File: config.mk
export PLATFORM = sky130hd
export DESIGN_NAME = mpu_store_writer
export DESIGN_NICKNAME = d
export VERILOG_FILES = /design/src/rtl/mpu_pkg.sv /design/src/rtl/mpu_sync_fifo.sv /design/src/rtl/mpu_store_writer.sv
export SDC_FILE = /design/constraint.sdc
export NUM_CORES = 1
export LEC_CHECK = 0
export CAP_MARGIN = 20
export CELL_PAD_IN_SITES_DETAIL_PLACEMENT = 1
export CELL_PAD_IN_SITES_GLOBAL_PLACEMENT = 1
export CORE_MARGIN = 2
export CORE_UTILIZATION = 28
export CTS_BUF_LIST = sky130_fd_sc_hd__clkbuf_16
export CTS_CLUSTER_SIZE = 20
export DETAILED_ROUTE_END_ITERATION = 12
export PLACE_DENSITY_LB_ADDON = 0.1
export SLEW_MARGIN = 20
export SYNTH_ARGS = -nofsm -noshare
export SYNTH_HDL_FRONTEND = slang
export SYNTH_SLANG_ARGS = --single-unit
File: constraint.sdc
create_clock -name clk -period 3.3 [get_ports clk]
set_input_delay 0.33 -clock clk [delete_from_list [all_inputs] [get_ports clk]]
set_output_delay 0.33 -clock clk [all_outputs]
set_load 0.1 [all_outputs]
File: src/rtl/mpu_pkg.sv
// Shared MPU widths, store-writer FSM encoding and slot sizing.
// Other modules import this package, so these values set the widths of the whole store path.
package mpu_pkg;
    localparam int FPBITS          = 15;
    localparam int MBITS           = 3;
    localparam int NBITS           = 3;
    localparam int MATRIX_REG_BITS = 2;
    localparam int STORE_TOTAL_W   = MBITS + NBITS + 2;
    localparam int STORE_SLOT_WORDS = 64;

    typedef enum logic [1:0] {
        SW_IDLE   = 2'd0,
        SW_STREAM = 2'd1,
        SW_DRAIN  = 2'd2,
        SW_DONE   = 2'd3
    } store_wr_state_t;

    function automatic logic [STORE_TOTAL_W-1:0] store_total(
        input logic [MBITS:0] m,
        input logic [NBITS:0] n
    );
        return STORE_TOTAL_W'(m) * STORE_TOTAL_W'(n);
    endfunction
endpackage

File: src/rtl/mpu_sync_fifo.sv
// Synchronous FIFO with registered head data; latency: push to non-empty 1 cycle.
// Backpressure: a push while full is dropped unless the same cycle pops.
module mpu_sync_fifo #(
    parameter int DEPTH = 16,
    parameter int WIDTH = 16
) (
    input  logic                     clk,
    input  logic                     rst,
    input  logic                     push,
    input  logic [WIDTH-1:0]         push_data,
    input  logic                     pop,
    output logic [WIDTH-1:0]         rd_data,
    output logic                     full,
    output logic                     empty,
    output logic [$clog2(DEPTH):0]   count
);
    localparam int PTR_W = $clog2(DEPTH);

    logic [WIDTH-1:0] mem [DEPTH];
    logic [PTR_W-1:0] wr_ptr;
    logic [PTR_W-1:0] rd_ptr;
    logic [PTR_W-1:0] rd_ptr_nxt;
    logic             push_ok;
    logic             pop_ok;

    assign full       = (count == (PTR_W+1)'(DEPTH));
    assign empty      = (count == '0);
    assign pop_ok     = pop && !empty;
    assign push_ok    = push && (!full || pop_ok);
    assign rd_ptr_nxt = pop_ok ? rd_ptr + PTR_W'(1) : rd_ptr;

    always_ff @(posedge clk) begin
        if (push_ok) mem[wr_ptr] <= push_data;
    end

    always_ff @(posedge clk) begin
        if (!rst) begin
            wr_ptr  <= '0;
            rd_ptr  <= '0;
            count   <= '0;
            rd_data <= '0;
        end else begin
            if (push_ok) wr_ptr <= wr_ptr + PTR_W'(1);
            rd_ptr <= rd_ptr_nxt;
            count  <= count + (PTR_W+1)'(push_ok) - (PTR_W+1)'(pop_ok);
            // The incoming word becomes the head only when the FIFO would otherwise be empty.
            if (push_ok && (wr_ptr == rd_ptr_nxt)) rd_data <= push_data;
            else                                   rd_data <= mem[rd_ptr_nxt];
        end
    end
endmodule

File: src/rtl/mpu_store_writer.sv
// Buffers the store stream and writes it to linear memory; req 1 cycle after accept; holds on !ack.
// Define MPU_STORE_HEADER_EN to write an {M,N} header word at the slot base ahead of the elements.
module mpu_store_writer
    import mpu_pkg::*;
#(
    parameter int DEPTH      = 16,
    parameter int ADDR_W     = 16,
    parameter int SLOT_WORDS = STORE_SLOT_WORDS
) (
    input  logic                       clk,
    input  logic                       rst,
    input  logic                       store_en_in,
    input  logic [FPBITS:0]            store_element_in,
    input  logic [MBITS:0]             m_size_in,
    input  logic [NBITS:0]             n_size_in,
    input  logic [MATRIX_REG_BITS:0]   store_addr_in,
    output logic                       mem_wr_req_out,
    output logic [ADDR_W-1:0]          mem_wr_addr_out,
    output logic [FPBITS:0]            mem_wr_data_out,
    input  logic                       mem_wr_ack_in,
    output logic                       busy_out,
    output logic                       done_out,
    output logic                       overflow_err_out,
    output logic                       short_err_out
);
    store_wr_state_t state;

    logic [STORE_TOTAL_W-1:0] total_q;
    logic [STORE_TOTAL_W-1:0] in_cnt;
    logic [STORE_TOTAL_W-1:0] total_in;
    logic [ADDR_W-1:0]        addr_q;
    logic [ADDR_W-1:0]        base_in;
    logic                     ovf_q;
    logic                     short_q;
    logic                     hdr_pend;
    logic                     start;
    logic                     zero_size;
    logic                     in_stream;
    logic                     active;
    logic                     wr_fire;
    logic                     fifo_push;
    logic                     fifo_pop;
    logic                     fifo_full;
    logic                     fifo_empty;
    logic [FPBITS:0]          fifo_rd;
    logic [$clog2(DEPTH):0]   fifo_count;

    assign start     = (state == SW_IDLE) && store_en_in;
    assign zero_size = (m_size_in == '0) || (n_size_in == '0);
    assign total_in  = store_total(m_size_in, n_size_in);
    assign base_in   = ADDR_W'(store_addr_in) * ADDR_W'(SLOT_WORDS);
    assign in_stream = (state == SW_STREAM) && store_en_in;
    assign active    = (state == SW_STREAM) || (state == SW_DRAIN);
    assign fifo_push = (start && !zero_size) || in_stream;

    assign mem_wr_req_out  = active && (hdr_pend || !fifo_empty);
    assign wr_fire         = mem_wr_req_out && mem_wr_ack_in;
    assign fifo_pop        = wr_fire && !hdr_pend;
    assign mem_wr_addr_out = addr_q;

    assign busy_out         = (state != SW_IDLE);
    assign done_out         = (state == SW_DONE);
    assign overflow_err_out = ovf_q;
    assign short_err_out    = short_q;

`ifdef MPU_STORE_HEADER_EN
    localparam bit HDR_EN = 1'b1;
    logic [FPBITS:0] hdr_word;

    always_ff @(posedge clk) begin
        if (!rst) begin
            hdr_pend <= 1'b0;
            hdr_word <= '0;
        end else if (start) begin
            hdr_pend <= 1'b1;
            hdr_word <= (FPBITS+1)'({m_size_in, n_size_in});
        end else if (wr_fire) begin
            hdr_pend <= 1'b0;
        end
    end

    assign mem_wr_data_out = hdr_pend ? hdr_word : fifo_rd;
`else
    localparam bit HDR_EN = 1'b0;
    assign hdr_pend        = 1'b0;
    assign mem_wr_data_out = fifo_rd;
`endif

    mpu_sync_fifo #(
        .DEPTH (DEPTH),
        .WIDTH (FPBITS + 1)
    ) u_fifo (
        .clk       (clk),
        .rst       (rst),
        .push      (fifo_push),
        .push_data (store_element_in),
        .pop       (fifo_pop),
        .rd_data   (fifo_rd),
        .full      (fifo_full),
        .empty     (fifo_empty),
        .count     (fifo_count)
    );

    always_ff @(posedge clk) begin
        if (!rst) begin
            state   <= SW_IDLE;
            total_q <= '0;
            in_cnt  <= '0;
            addr_q  <= '0;
            ovf_q   <= 1'b0;
            short_q <= 1'b0;
        end else begin
            if (wr_fire) addr_q <= addr_q + ADDR_W'(1);
            unique case (state)
                SW_IDLE: begin
                    if (store_en_in) begin
                        total_q <= total_in;
                        in_cnt  <= STORE_TOTAL_W'(1);
                        addr_q  <= base_in;
                        ovf_q   <= 1'b0;
                        short_q <= 1'b0;
                        // An empty matrix still has to drain its header when one is enabled.
                        if (zero_size)                         state <= HDR_EN ? SW_DRAIN : SW_DONE;
                        else if (total_in == STORE_TOTAL_W'(1)) state <= SW_DRAIN;
                        else                                   state <= SW_STREAM;
                    end
                end
                SW_STREAM: begin
                    if (store_en_in) begin
                        in_cnt <= in_cnt + STORE_TOTAL_W'(1);
                        if (fifo_full && !fifo_pop) ovf_q <= 1'b1;
                        if (in_cnt + STORE_TOTAL_W'(1) == total_q) state <= SW_DRAIN;
                    end else begin
                        short_q <= 1'b1;
                        state   <= SW_DRAIN;
                    end
                end
                SW_DRAIN: begin
                    if ((fifo_count == '0) && !hdr_pend) state <= SW_DONE;
                end
                SW_DONE: state <= SW_IDLE;
                default: state <= SW_IDLE;
            endcase
        end
    end
endmodule

==> out/results.ini <==
[timing]
min_period_ns=3.165
setup_ws_ns=0.1352
finalCritPeriodShare=0.9590
slew_headroom=0.2990
fin_worst_skew_ns=0.01427
clock.fmax_mhz=316.0
rsz0062_at_grt=false
hold_violations=0
setup_viol=0
hold_ws_ns=0.3890
final_max_slew_viol_count=0
worstMarginPinSlew_ns=1.048

[yosys]
ys.warnings.count=0
synth_edf_count=256
synth_fp_nets=1298
postSynthAreaPerCell_um2=12.87
synth_area_mm2=0.01586
synthFlopType=edfxtp_1
seq_area_frac_synth=0.5668
synth_cell_types=67
async_flop_share=0
synth_cells=1232
ys_ff_latch=321

[layout]
area_growth_pct=20.81
fin_area_mm2=0.01916
diodes=0
drive_gt1_frac=0.1384
finalNetCount=1416

[placement]
dp_hpwl_mm=30.51
detailedPlace.worstSlack_ns=-0.6360
placed_cell_area_mm2=0.01790
gp_congestion=0.7417
port_buffers=67

[setup_path]
arrival_ns=3.67
crit_fanout=4
path_class=primary input to flip-flop
cpPeakStageDelay_ns=0.53
critPathLaunch=m_size_in[1]
rrSetupSlack_ns=0.36
cpMostUsedCell=ha_1
timing.rr.start=state[0]
worstPathRequired_ns=3.80
r2r_cells=11
setup.worst_path.end=state[1]
cpMaxStageDelayCell=fa_1
end_kind=flip-flop
critPathLaunchType=primary input
r2r-end=u_fifo.rd_data[7]
worstPathCellList=clkdlybuf4s50_1, buf_4, nand2_1, fa_1, inv_1, ha_1, ha_1, nor2b_1, o21a_1, or3_1, a211o_1, a2111oi_2, a31o_2

[pwr]
power_uw=14610
peakVddDrop_mv=0.4384
p_leak_uw=0.006104
p_per_area_mw_per_mm2=762.5

[floorplan]
die_x_um=242.0
start_util=0.2823
die_y_um=242.0
rows=87
coreArea_mm2=0.05617
ios=68
dieArea_mm2=0.05856

[drt]
drc=0
wirelength_mm=49.53
first_pass_iters=4
routedWlPerCell_um=23.19
drt_iter0_markers=479
vias_per_cell=5.140
antenna_left=0
routed-via-count=10979

[cts]
cts_root_buf=clkbuf_16
cts.reportedPaths.clkPinSlew_ns=0.06
cts_tree=done
cts.path.max_buffers=3
ctsHtreeMaxLevel=2
cts_hold_buffers=0
post_cts_buffers=0
cts_sinks=321
clk_latency_ns=0.56
cts_buffers=40

[global_routing]
grt_busiest_layer=met2
grt_remaining_overflow=0
grtUsageMet2=0.2800
grt_util_met1=0.2252
grt.met3_usage=0.02637
grt_usage=0.1677
first_global_vias=11562
grt_max_degree=103
grt_pass1_wl_mm=74.05
antenna_found_initial=1

[worst_hold_path]
hp-class=primary input to flip-flop

[run]
maxCapViolCount=0

[outcome]
status=completed

[metal layers]
layer,up-vias,part of all wire
li1,5069,-
met4,2,0.019
met3,64,0.033
met5,-,0.00028
met2,173,0.47
met1,5671,0.48
[worst max-delay path, delay by kind of cell]
kind,cells,cell delay [ns]
AND/OR/NAND/NOR,3,0.56
buffers and inverters,3,0.66
adder cells (fa/ha/maj),3,1.13
AO/OA/AOI/OAI,4,0.97
[report_power, final]
| group | switching, uW | internal (uW) |
|---|---|---|
| sequential | 226 | 4690 |
| combinational | 3480 | 2100 |
| clock | 1750 | 2360 |
| total | 5460 | 9150 |
[sequential cells by signal, indices dropped and copies added, names as in the netlist]
signal and cells:
in_cnt 8, u_fifo.count 5, state 2, u_fifo.wr_ptr 4, short_err_out 1, u_fifo.rd_ptr 4
u_fifo.rd_data 16, u_fifo.mem 256, mem_wr_addr_out 16, overflow_err_out 1, total_q 8
[Yosys cell counts (3+ instances only)]
library cell | count | share of area
a22oi_1 | 5 | 0.0024
xor2_1 | 17 | 0.0094
buf_1 | 3 | 0.00071
a21oi_1 | 17 | 0.0054
mux4_2 | 4 | 0.0057
ha_1 | 30 | 0.024
inv_1 | 23 | 0.0054
o311ai_1 | 26 | 0.014
and2_1 | 16 | 0.0063
edfxtp_1 | 256 | 0.48
o21ai_0 | 33 | 0.010
nor3_1 | 10 | 0.0032
a211oi_1 | 6 | 0.0028
nand2_1 | 38 | 0.0090
clkbuf_1 | 22 | 0.0052
mux2i_1 | 250 | 0.16
nor4_1 | 6 | 0.0024
o22ai_1 | 124 | 0.049
or3_1 | 38 | 0.015
a31oi_1 | 20 | 0.0079
nor2b_1 | 9 | 0.0036
o21a_1 | 4 | 0.0019
nor2_1 | 60 | 0.014
fa_1 | 5 | 0.0063
buf_4 | 8 | 0.0038
xnor2_1 | 13 | 0.0072
buf_6 | 7 | 0.0050
buf_2 | 39 | 0.012
nand4_1 | 9 | 0.0036
dfxtp_1 | 65 | 0.082
nor3b_1 | 7 | 0.0033
nand3_1 | 11 | 0.0035
o311ai_0 | 5 | 0.0028
[final cells by class]
cell class / instances / area (um^2)
multi-input cells: 804 / 6381
fillers: 6047 / 37010
flip-flops and latches: 321 / 8992
well taps: 756 / 945.9
clock buffers: 42 / 1051
inverters: 23 / 86.33
clock inverters: 30 / 161.4
repair buffers: 160 / 1541
[stage by stage]
| stage | TNS [ns] | instances | util |
|---|---|---|---|
| 6_report | 0 | 2136 | 0.3411 |
| 5_1_grt | 0 | 2136 | 0.3411 |
| 4_1_cts | 0 | 2136 | 0.3405 |
| 3_5_place_dp | -1.671 | 2064 | 0.3187 |
| 3_3_place_gp | -1.507 | 2064 | 0.3187 |
| 2_1_floorplan | 0 | 1232 | - |
[layout by cell type, fill, tap and decap left out, types with 34 or more instances in the layout]
master             n
nand2_1           36
clkdlybuf4s50_1   62
edfxtp_1         256
o22ai_1          124
inv_1             34
or3_1             37
nor2_1            47
dfxtp_1           64
clkbuf_16         42
buf_4             82
mux2i_1          250
[worst min-delay path by stage]
stage | from | to | slack, ns | cells after the start
CTS | store_addr_in[2] | mem_wr_addr_out[8] | 0.36 | 3
global route | store_addr_in[2] | mem_wr_addr_out[8] | 0.38 | 3
detailed placement | total_q[1] | total_q[1] | 0.48 | 2
global placement | short_err_out | short_err_out | 0.46 | 2
floorplan | store_element_in[0] | u_fifo.mem[0][0] | 0.43 | 0
finish | store_addr_in[2] | mem_wr_addr_out[8] | 0.39 | 3
[cells by family after synthesis]
group / after synthesis / share of synthesized area
fa+ha+maj: 35 / 0.02998
buf+inv: 107 / 0.03716
xor+xnor: 32 / 0.01941
mux: 255 / 0.1642
flops: 321 / 0.5668
simple gates: 218 / 0.07227
compound gates: 264 / 0.1102
[repair_timing]
item | 4_1_cts | 5_1_grt
endpoints found under the setup margin | 1 | 5
hold endpoints to repair | 0 | 0
pin swaps | 0 | 6
resized for setup | 2 | 10
No activity file was read; power rests on OpenSTA's default activity.
